File: src/rtl/imem_arb_pkg.sv
// Shared types and defaults for the instruction-ROM arbiter.
// Port identifiers, word-address and instruction types, and the default populated ROM depth.
package imem_arb_pkg;

  typedef enum logic {
    PORT_FETCH = 1'b0,
    PORT_DBG   = 1'b1
  } port_id_t;

  typedef logic [5:0]  waddr_t;
  typedef logic [31:0] instr_t;

  localparam int unsigned IMEM_WORDS_DEFAULT = 19;

endpackage

File: src/rtl/rr_arb2.sv
// Two-request round-robin arbiter with one-hot grant.
// Holds the port that was granted most recently; no grant is issued while reset is asserted.
module rr_arb2
  import imem_arb_pkg::*;
(
  input  logic       clk,
  input  logic       reset_n,
  input  logic [1:0] req,
  output logic [1:0] gnt
);

  port_id_t last_q, last_d;

  always_ff @(posedge clk or negedge reset_n) begin
    if (!reset_n) begin
      last_q <= PORT_DBG;  // port 0 wins the first conflict
    end else begin
      last_q <= last_d;
    end
  end

  always_comb begin
    gnt = 2'b00;
    if (reset_n) begin
      case (req)
        2'b01:   gnt = 2'b01;
        2'b10:   gnt = 2'b10;
        2'b11:   gnt = (last_q == PORT_DBG) ? 2'b01 : 2'b10;
        default: gnt = 2'b00;
      endcase
    end
  end

  always_comb begin
    last_d = last_q;
    if (gnt[0]) begin
      last_d = PORT_FETCH;
    end else if (gnt[1]) begin
      last_d = PORT_DBG;
    end
  end

endmodule

File: src/rtl/imem_arbiter.sv
// Shares one combinational instruction ROM between a fetch port and a debug port.
// Two-stage pipeline (address, data) gives a fixed two-cycle latency at one read per cycle.
module imem_arbiter
  import imem_arb_pkg::*;
#(
  parameter int unsigned IMEM_WORDS = IMEM_WORDS_DEFAULT,
  parameter int unsigned CNT_W      = 16
) (
  input  logic             clk,
  input  logic             reset_n,
  input  logic             req0_valid,
  input  logic [5:0]       req0_addr,
  output logic             req0_ready,
  output logic             rsp0_valid,
  output logic [31:0]      rsp0_data,
  output logic             rsp0_err,
  input  logic             req1_valid,
  input  logic [5:0]       req1_addr,
  output logic             req1_ready,
  output logic             rsp1_valid,
  output logic [31:0]      rsp1_data,
  output logic             rsp1_err,
  output logic [5:0]       mem_addr,
  input  logic [31:0]      mem_instr,
  output logic [CNT_W-1:0] stall0_cnt
);

  logic [1:0] gnt;
  waddr_t     gnt_addr;
  port_id_t   gnt_port;

  rr_arb2 u_arb (
    .clk     (clk),
    .reset_n (reset_n),
    .req     ({req1_valid, req0_valid}),
    .gnt     (gnt)
  );

  assign req0_ready = gnt[0];
  assign req1_ready = gnt[1];
  assign gnt_addr   = gnt[1] ? req1_addr : req0_addr;
  assign gnt_port   = gnt[1] ? PORT_DBG : PORT_FETCH;

  // Stage A: registered ROM address and request tag
  waddr_t   mem_addr_q;
  logic     a_vld_q, a_err_q;
  port_id_t a_port_q;

  always_ff @(posedge clk or negedge reset_n) begin
    if (!reset_n) begin
      mem_addr_q <= '0;
      a_vld_q    <= 1'b0;
      a_port_q   <= PORT_FETCH;
      a_err_q    <= 1'b0;
    end else begin
      a_vld_q <= |gnt;
      if (|gnt) begin
        mem_addr_q <= gnt_addr;
        a_port_q   <= gnt_port;
        a_err_q    <= (32'(gnt_addr) >= IMEM_WORDS);
      end
    end
  end

  assign mem_addr = mem_addr_q;

  // Stage B: per-port response registers; data/err hold when not loaded
  logic   rsp0_valid_q, rsp1_valid_q, rsp0_err_q, rsp1_err_q;
  instr_t rsp0_data_q, rsp1_data_q, b_data;
  logic   ld0, ld1;

  assign b_data = a_err_q ? '0 : mem_instr;
  assign ld0    = a_vld_q && (a_port_q == PORT_FETCH);
  assign ld1    = a_vld_q && (a_port_q == PORT_DBG);

  always_ff @(posedge clk or negedge reset_n) begin
    if (!reset_n) begin
      rsp0_valid_q <= 1'b0;
      rsp1_valid_q <= 1'b0;
      rsp0_data_q  <= '0;
      rsp1_data_q  <= '0;
      rsp0_err_q   <= 1'b0;
      rsp1_err_q   <= 1'b0;
    end else begin
      rsp0_valid_q <= ld0;
      rsp1_valid_q <= ld1;
      if (ld0) begin
        rsp0_data_q <= b_data;
        rsp0_err_q  <= a_err_q;
      end
      if (ld1) begin
        rsp1_data_q <= b_data;
        rsp1_err_q  <= a_err_q;
      end
    end
  end

  assign rsp0_valid = rsp0_valid_q;
  assign rsp0_data  = rsp0_data_q;
  assign rsp0_err   = rsp0_err_q;
  assign rsp1_valid = rsp1_valid_q;
  assign rsp1_data  = rsp1_data_q;
  assign rsp1_err   = rsp1_err_q;

  // Saturating count of fetch-port stall cycles
  logic [CNT_W-1:0] cnt_q, cnt_d;

  always_comb begin
    cnt_d = cnt_q;
    if (req0_valid && !req0_ready && (cnt_q != '1)) begin
      cnt_d = cnt_q + CNT_W'(1);
    end
  end

  always_ff @(posedge clk or negedge reset_n) begin
    if (!reset_n) begin
      cnt_q <= '0;
    end else begin
      cnt_q <= cnt_d;
    end
  end

  assign stall0_cnt = cnt_q;

endmodule

File: config.mk
export PLATFORM = sky130hd
export DESIGN_NAME = imem_arbiter
export DESIGN_NICKNAME = d
export VERILOG_FILES = /design/src/rtl/imem_arb_pkg.sv /design/src/rtl/rr_arb2.sv /design/src/rtl/imem_arbiter.sv
export SDC_FILE = /design/constraint.sdc
export NUM_CORES = 1
export LEC_CHECK = 0
export CORE_UTILIZATION = 35
export DETAILED_ROUTE_END_ITERATION = 10
export PLACE_DENSITY = 0.65
export SYNTH_ARGS = -nofsm -noshare
export SYNTH_HDL_FRONTEND = slang
export SYNTH_SLANG_ARGS = --single-unit
File: constraint.sdc
create_clock -name clk -period 2.7 [get_ports clk]
set_input_delay 0.27 -clock clk [delete_from_list [all_inputs] [get_ports clk]]
set_output_delay 0.27 -clock clk [all_outputs]
set_load 0.02 [all_outputs]
; After elaboration in Yosys (flattened, before gate mapping)
; Cells that the tools add are included.
[totals]
ff_bits = 94
latch_bits = 0
ram_bits = 0
mem_bits_ro = 0
word_cells = 34
n_memories = 0
[classes]
add_sub_neg = 1
mul = 0
div_mod_pow = 0
n_lt_le_gt_ge = 1
eq_ne = 4
shift = 0
muxes = 8
bitwise_logic = 1
reduce_logical = 7
[ops]
columns = cell, n
row1 = $mux 32, 1
row2 = $add 16x1->16 const B, 1
row3 = $ne 16x16->1 const B, 1
row4 = $ge 6x5->1 const B, 1
row5 = $mux 6, 1
row6 = $pmux 2 s3, 1
row7 = $eq 2x2->1 const B, 2
row8 = $logic_and 1x1->1, 4
row9 = $mux 2, 2
row10 = $mux 1, 3
row11 = $eq 2x1->1 const B, 1
row12 = $reduce_bool 2->1, 1
row13 = $reduce_or 2->1, 1
row14 = $logic_not 1->1, 1
row15 = $not 1->1, 1

; Longest topological paths before layout
; Gate-level depths: netlist of the first run.
[depth]
word_depth = 6
mapped_depth = 6

; By module
; From an unflattened synthesis of the first run, not the netlist that was laid out.
[unflattened]
hier_cells = 367
area_unflattened_um2 = 3856.2
[modules_own_cells]
columns = module, instances, cells_each, area_each_um2, seq_area_each_um2
row1 = imem_arbiter, 1, 359, 3793.6, 2327.2
row2 = rr_arb2, 1, 8, 62.6, 26.3

; Least setup slack after synthesis of the first run
; OpenSTA, ideal clock, no wires.
[synth_timing]
kind = reg-to-reg
from = register cnt_q[0], in the netlist stall0_cnt[0]
to = register cnt_q[12], in the netlist stall0_cnt[12]
setup_time_ns = 0.128
t_arrival_ns = 1.779
required_ns = 2.572
path_slack_ns = 0.794
path_stages_with_launch = 6
path_cell_list = dfrtp_1 -> ha_1 -> nand3_2 -> a2111o_1 -> nor2_1 -> mux2_1
[synth_between]
elab_chain_len = 2
elab_cells_between_ends = 3
cone_classes = add/sub: 1 / eq/ne: 1 / reduce/logical: 1
[synth_lines]
columns = item, line
row1 = "start, declared", imem_arbiter.sv:106  ; logic [CNT_W-1:0] cnt_q, cnt_d;
row2 = "start signal, assigned", imem_arbiter.sv:119  ; cnt_q <= cnt_d;
row3 = "parallel branches: the longest is 2 deep, another holds $add 16x1->16", -
; Several ways; the timed one is not identified.
; A chain may end at the register's enable or synchronous reset.

; Final worst setup path of the first run
[layout_timing]
from = input reset_n
to = output req1_ready
[layout_between]
elab_chain_len = 1
[layout_lines]
columns = item, line
row1 = "start, declared", imem_arbiter.sv:10  ; input logic reset_n,
row2 = $mux 2, rr_arb2.sv:24  ; if (reset_n) begin
row3 = "end, declared", imem_arbiter.sv:19  ; output logic req1_ready,
; Every way passes these cells.

==> impl_metrics.json, run 1 <==
{
  "port_buffers": 139,
  "nets": 559,
  "ff2ff_path_depth": 5,
  "critPathMaxStageDelay_ns": 0.65,
  "run_status": "finished clean",
  "postRouteAntennaNets": 0,
  "std_cell_rows": 38,
  "hold_path.class": "primary input to asynchronous set/reset pin",
  "tightest_slew_ns": 0.683,
  "cp-start-kind": "primary input",
  "post-route-period-util_pct": 82.7,
  "initial_utilization_pct": 35.8,
  "fp.dieW_microns": 107,
  "die_y_microns": 107,
  "place_congestion": 0.825,
  "numCtsBuffers": 9,
  "clkSinkCount": 94,
  "skew_ns": 0.00840,
  "synth.ff_latch_count": 94,
  "antenna_found_initial": 0,
  "crit_type": "primary input to output pin",
  "drive_gt1_share_pct": 7.18,
  "fill_cells": 1042,
  "syn_area_sq_mm": 0.00388,
  "grt_overflow": 0,
  "cts-root-buf": "clkbuf_8",
  "period_needed_ns": 2.23,
  "finalHoldViolations": 0,
  "slowest_stage": "clkdlybuf4s50_1",
  "drtIter0Drc": 98,
  "die-area_sq_mm": 0.0115,
  "p_total_mw": 4.51,
  "cts_buffer_depth": 2,
  "worst_slack_ns": 0.468,
  "clock_latency_ns": 0.34,
  "final_common_cell": "clkdlybuf4s50_1",
  "relSlewSlack_pct": 54.5,
  "htreeDepth": 3,
  "path_cells": "dlygate4sd3_1, buf_4, nand2_1, a21oi_2, clkdlybuf4s50_1",
  "grt_max_degree": 56,
  "synth.distinct_cells": 40,
  "timing.max_cap.violations": 0,
  "final_cell_mix": "138 x clkdlybuf4s50_1, 93 x dfrtp_1, 76 x nand2_1, 73 x o21ai_0, 32 x nand2b_1",
  "yosys_warnings": 0,
  "crit_family": "buffers and inverters",
  "avgSynthCellArea_sq_um": 10.5,
  "cp.depth": 5,
  "path_clk_slew_ns": 0.08,
  "n_antenna_cell": 0,
  "critPathCaptureType": "output pin",
  "grt_pass1_wl_mm": 15.1,
  "max_freq_mhz": 448,
  "pre_cts_ws_ns": 0.660,
  "cp.buffers_inverters": 3,
  "rsz0062_at_grt": "false",
  "synthCells": 369,
  "coreArea_sq_mm": 0.0108,
  "drc": 0,
  "totalWireLength_mm": 9.50,
  "grt_pass1_vias": 3039,
  "synth_nets": 418,
  "peakVddDrop_mv": 0.408,
  "vias": 3077,
  "synth_seq_area_share_pct": 60.6,
  "cts_resized": 0,
  "power.density_mw_per_mm2": 805,
  "gr-usage-all-layers_pct": 16.9,
  "setup_tns_ns": 0,
  "setup_violations": 0,
  "hold_buffers": 1,
  "dp_hpwl_mm": 6.83,
  "avgRoutedWirePerCell_microns": 14.5,
  "arrival_ns": 1.96,
  "viasPerCell": 4.70,
  "maxSlewViolCount": 0,
  "dr.pass1.iters": 4,
  "cts_setup_buffers": 0,
  "required_ns": 2.43,
  "ioPinCount": 140,
  "cp_max_fo": 14,
  "area_growth_pct": 44.5,
  "cts_tree": "yes",
  "power_leakage_nw": 2.39
}
## report_power, final
part	switching [mW]	internal, mW
combinational	0.895	0.825
sequential	0.252	1.75
clock	0.457	0.334
total	1.60	2.91
## final cells by class
class	count	area (sq um)	area share [%]
Clock buffer	12	135	2.41
Clock inverter	4	23.8	0.424
Inverter	5	18.8	0.335
Multi-Input combinational cell	251	1440	25.6
Sequential cell	94	2350	41.9
Tap cell	140	175	3.12
Timing Repair Buffer	149	1470	26.1
## per-layer routing
metal | GRT usage [%] | share of wire (%) | vias to the layer above
met1 | 22.6 | 48 | 1448
li1 | - | - | 1524
met2 | 27.1 | 45 | 100
met3 | 4.90 | 7.0 | 5
met5 | 0 | 0 | -
met4 | 4.11 | 0.68 | 0
## registers in the layout, summed over array words and instances, names as in the netlist, 6 cells and up
| register | flops |
|---|---|
| mem_addr | 6 |
| rsp0_data | 32 |
| rsp1_data | 32 |
| stall0_cnt | 16 |
## stage by stage
stage | hold WS, ns | util, % | area, sq um | std cells
floorplan | -0.0256 | - | 3880 | 369
global placement | 0.118 | 50.2 | 5440 | 638
detailed placement | 0.119 | 50.2 | 5440 | 638
CTS | 0.353 | 51.8 | 5610 | 655
global route | 0.374 | 51.8 | 5610 | 655
finish | 0.378 | 51.8 | 5610 | 655
## cell usage after synthesis
| master | number | area (sq um) |
|---|---|---|
| and3_1 | 1 | 6.26 |
| a2111oi_4 | 1 | 27.5 |
| nand4_4 | 1 | 21.3 |
| o31ai_1 | 1 | 7.51 |
| inv_1 | 5 | 18.8 |
| a211oi_1 | 1 | 7.51 |
| nand3_2 | 1 | 10.0 |
| a21oi_1 | 4 | 20.0 |
| nor2_1 | 4 | 15.0 |
| nor3_1 | 3 | 15.0 |
| o21bai_1 | 1 | 7.51 |
| nor2_2 | 1 | 6.26 |
| nand2b_1 | 32 | 200 |
| nand2b_4 | 1 | 13.8 |
| o21ai_0 | 73 | 365 |
| dfrtp_1 | 93 | 2330 |
| and2_0 | 1 | 6.26 |
| mux2_1 | 2 | 22.5 |
| mux2_2 | 2 | 22.5 |
| dfstp_2 | 1 | 26.3 |
| xnor2_1 | 4 | 35.0 |
| a211o_1 | 2 | 17.5 |
| a21o_1 | 1 | 7.51 |
| a31oi_1 | 2 | 12.5 |
| or3_1 | 1 | 6.26 |
| nand3_1 | 6 | 30.0 |
| nor4_1 | 2 | 12.5 |
| mux2i_1 | 6 | 60.1 |
| nor4_2 | 1 | 12.5 |
| xor2_1 | 8 | 70.1 |
| nand3b_1 | 1 | 7.51 |
| a2111o_1 | 1 | 11.3 |
| nand2_1 | 78 | 293 |
| a21oi_2 | 1 | 8.76 |
| clkbuf_1 | 18 | 67.6 |
| nor4_4 | 1 | 21.3 |
| nor4b_2 | 1 | 15.0 |
| nand4_1 | 4 | 25.0 |
| buf_6 | 1 | 11.3 |
| ha_1 | 1 | 12.5 |
## logic make-up after synthesis
kind of cell | synth area share, %
compound gates | 12.7
simple gates | 18.5
mux | 2.71
fa+ha+maj | 0.322
buf+inv | 2.51
xor+xnor | 2.71
flops | 60.6
## worst paths after layout
path                                           startpoint                    endpoint  slack (ns)
worst min-delay path                              reset_n   stall0_cnt[0]$_DFFE_PN0P_        0.38
worst max register to register  stall0_cnt[0]$_DFFE_PN0P_  stall0_cnt[12]$_DFFE_PN0P_        0.77
max in group asynchronous                         reset_n   rsp0_data[11]$_DFFE_PN0P_        0.89
worst max-delay path                              reset_n                  req1_ready        0.47
worst min register to register   rsp1_data[8]$_DFFE_PN0P_    rsp1_data[8]$_DFFE_PN0P_        0.48
min in group clk                 rsp1_data[8]$_DFFE_PN0P_    rsp1_data[8]$_DFFE_PN0P_        0.48
Power figures use the tool's default switching activity.
==> inputs of run 2 (changes only) <==
==> constraint.sdc (replaced) <==
create_clock -name clk -period 2.3 [get_ports clk]
set_input_delay 0.23 -clock clk [delete_from_list [all_inputs] [get_ports clk]]
set_output_delay 0.23 -clock clk [all_outputs]
set_load 0.02 [all_outputs]
==> run 2 against run 1 <==
  * Clock power up 52%
  * Worst hold slack got worse by 0.053 ns
  * Critical path depth stayed put
  * Cell count down 0.31%
  * Register-to-register slack worse by 0.38 ns
  * Sequential share of layout area decreased by 0.54 points
  * Clock skew increased by 0.0010 ns
  * Wire length increased by 0.27%
  * Design area grew 1.3%
  * First-iteration DRC count is 40% higher
  * Sequential power increased by 18%
  * Total power grew 24%
==> impl_metrics.json, run 2 (same netlist as run 1, synthesis figures left out) <==
{
  "grt_overflow": 0,
  "critPathCaptureType": "output pin",
  "final_common_cell": "clkdlybuf4s50_1",
  "std_cell_rows": 38,
  "area_growth_pct": 46.4,
  "coreArea_sq_mm": 0.0108,
  "post-route-period-util_pct": 94.1,
  "viasPerCell": 4.80,
  "finalHoldViolations": 0,
  "skew_ns": 0.00942,
  "place_congestion": 0.807,
  "vias": 3133,
  "peakVddDrop_mv": 0.553,
  "arrival_ns": 1.94,
  "port_buffers": 139,
  "cp.buffers_inverters": 3,
  "totalWireLength_mm": 9.53,
  "cts_buffer_depth": 2,
  "grt_max_degree": 60,
  "fill_cells": 1022,
  "relSlewSlack_pct": 50.2,
  "antenna_found_initial": 0,
  "htreeDepth": 3,
  "grt_pass1_wl_mm": 15.3,
  "cts_setup_buffers": 0,
  "crit_family": "buffers and inverters",
  "dp_hpwl_mm": 6.82,
  "crit_type": "primary input to output pin",
  "worst_slack_ns": 0.135,
  "dr.pass1.iters": 4,
  "path_cells": "dlygate4sd3_1, buf_4, nand2_1, a21oi_2, clkdlybuf4s50_1",
  "setup_tns_ns": 0,
  "grt_pass1_vias": 2985,
  "cts_tree": "yes",
  "slowest_stage": "clkdlybuf4s50_1",
  "run_status": "finished clean",
  "hold_path.class": "primary input to asynchronous set/reset pin",
  "clkSinkCount": 94,
  "gr-usage-all-layers_pct": 17.1,
  "postRouteAntennaNets": 0,
  "fp.dieW_microns": 107,
  "required_ns": 2.07,
  "timing.max_cap.violations": 0,
  "cp_max_fo": 14,
  "rsz0062_at_grt": "false",
  "drc": 0,
  "pre_cts_ws_ns": 0.296,
  "path_clk_slew_ns": 0.08,
  "ioPinCount": 140,
  "die_y_microns": 107,
  "nets": 557,
  "dp.cells": 636,
  "critPathMaxStageDelay_ns": 0.65,
  "tightest_slew_ns": 0.747,
  "drtIter0Drc": 137,
  "clock_latency_ns": 0.35,
  "finish.utilization_pct": 52.4,
  "reg2reg_from": "stall0_cnt[0]$_DFFE_PN0P_",
  "setup_violations": 0,
  "n_antenna_cell": 0,
  "crit_start": "reset_n",
  "die-area_sq_mm": 0.0115,
  "numCtsBuffers": 9,
  "max_freq_mhz": 462,
  "period_needed_ns": 2.17,
  "maxSlewViolCount": 0,
  "drive_gt1_share_pct": 7.21,
  "fin_cells": 653,
  "avgRoutedWirePerCell_microns": 14.6,
  "cp-start-kind": "primary input",
  "power.density_mw_per_mm2": 983,
  "initial_utilization_pct": 35.8,
  "power_leakage_nw": 2.42,
  "final_cell_mix": "138 x clkdlybuf4s50_1, 93 x dfrtp_1, 76 x nand2_1, 73 x o21ai_0, 32 x nand2b_1",
  "cts_resized": 0,
  "cts-root-buf": "clkbuf_8"
}
-- run 2: changes by cell type in the layout (fill, tap and decap cells not counted), sizes merged --
cell / change
clkbuf: -1
clkinvlp: +1
inv: +1
bufinv: +2
clkinv: -3
buf: -2
-- run 2: repair_timing --
action                                 in CTS  in global routing
hold buffers                                1                  0
endpoints found under the hold margin       4                  0
setup endpoints to repair                   0                  0
-- run 2: cell type report --
| cell class | instances | area (sq um) | share of cell area (%) |
|---|---|---|---|
| flip-flops and latches | 94 | 2350 | 41.4 |
| clock buffers | 11 | 141 | 2.49 |
| repair buffers | 147 | 1480 | 26.0 |
| well taps | 140 | 175 | 3.08 |
| inverters | 5 | 18.8 | 0.330 |
| multi-input cells | 251 | 1440 | 25.3 |
| clock inverters | 5 | 81.3 | 1.43 |
-- run 2: report_power, final --
group | leakage (nW) | internal, mW | switching, mW | total [mW]
clock network | 0.110 | 0.645 | 0.558 | 1.20
logic | 1.11 | 0.973 | 1.05 | 2.02
registers | 1.20 | 2.06 | 0.303 | 2.36
total | 2.42 | 3.67 | 1.91 | 5.59
-- run 2: layer usage --
layer	share of wire (%)	vias up	global-route usage, %
met4	1.1	0	5.58
met1	48	1507	23.7
met3	6.8	9	4.00
met5	0	-	0
li1	-	1519	-
met2	44	98	26.4
-- run 2: per-stage QoR --
step | power, mW | instance area (sq um) | hold slack, ns
2_1_floorplan | 3.31 | 3880 | -0.0656
3_3_place_gp | 4.40 | 5450 | 0.0803
3_5_place_dp | 4.44 | 5450 | 0.0807
4_1_cts | 5.66 | 5680 | 0.311
5_1_grt | 5.91 | 5680 | 0.323
6_report | 5.59 | 5680 | 0.325
-- run 2: final timing paths --
check	end	slack, ns	depth (start not counted)
worst max-delay path	req1_ready	0.13	5
worst min-delay path	stall0_cnt[0]$_DFFE_PN0P_	0.33	2
worst max register to register	stall0_cnt[12]$_DFFE_PN0P_	0.39	5
worst min register to register	rsp0_data[19]$_DFFE_PN0P_	0.48	2
max in group asynchronous	rsp1_data[14]$_DFFE_PN0P_	0.54	4
min in group clk	rsp1_data[7]$_DFFE_PN0P_	0.46	3
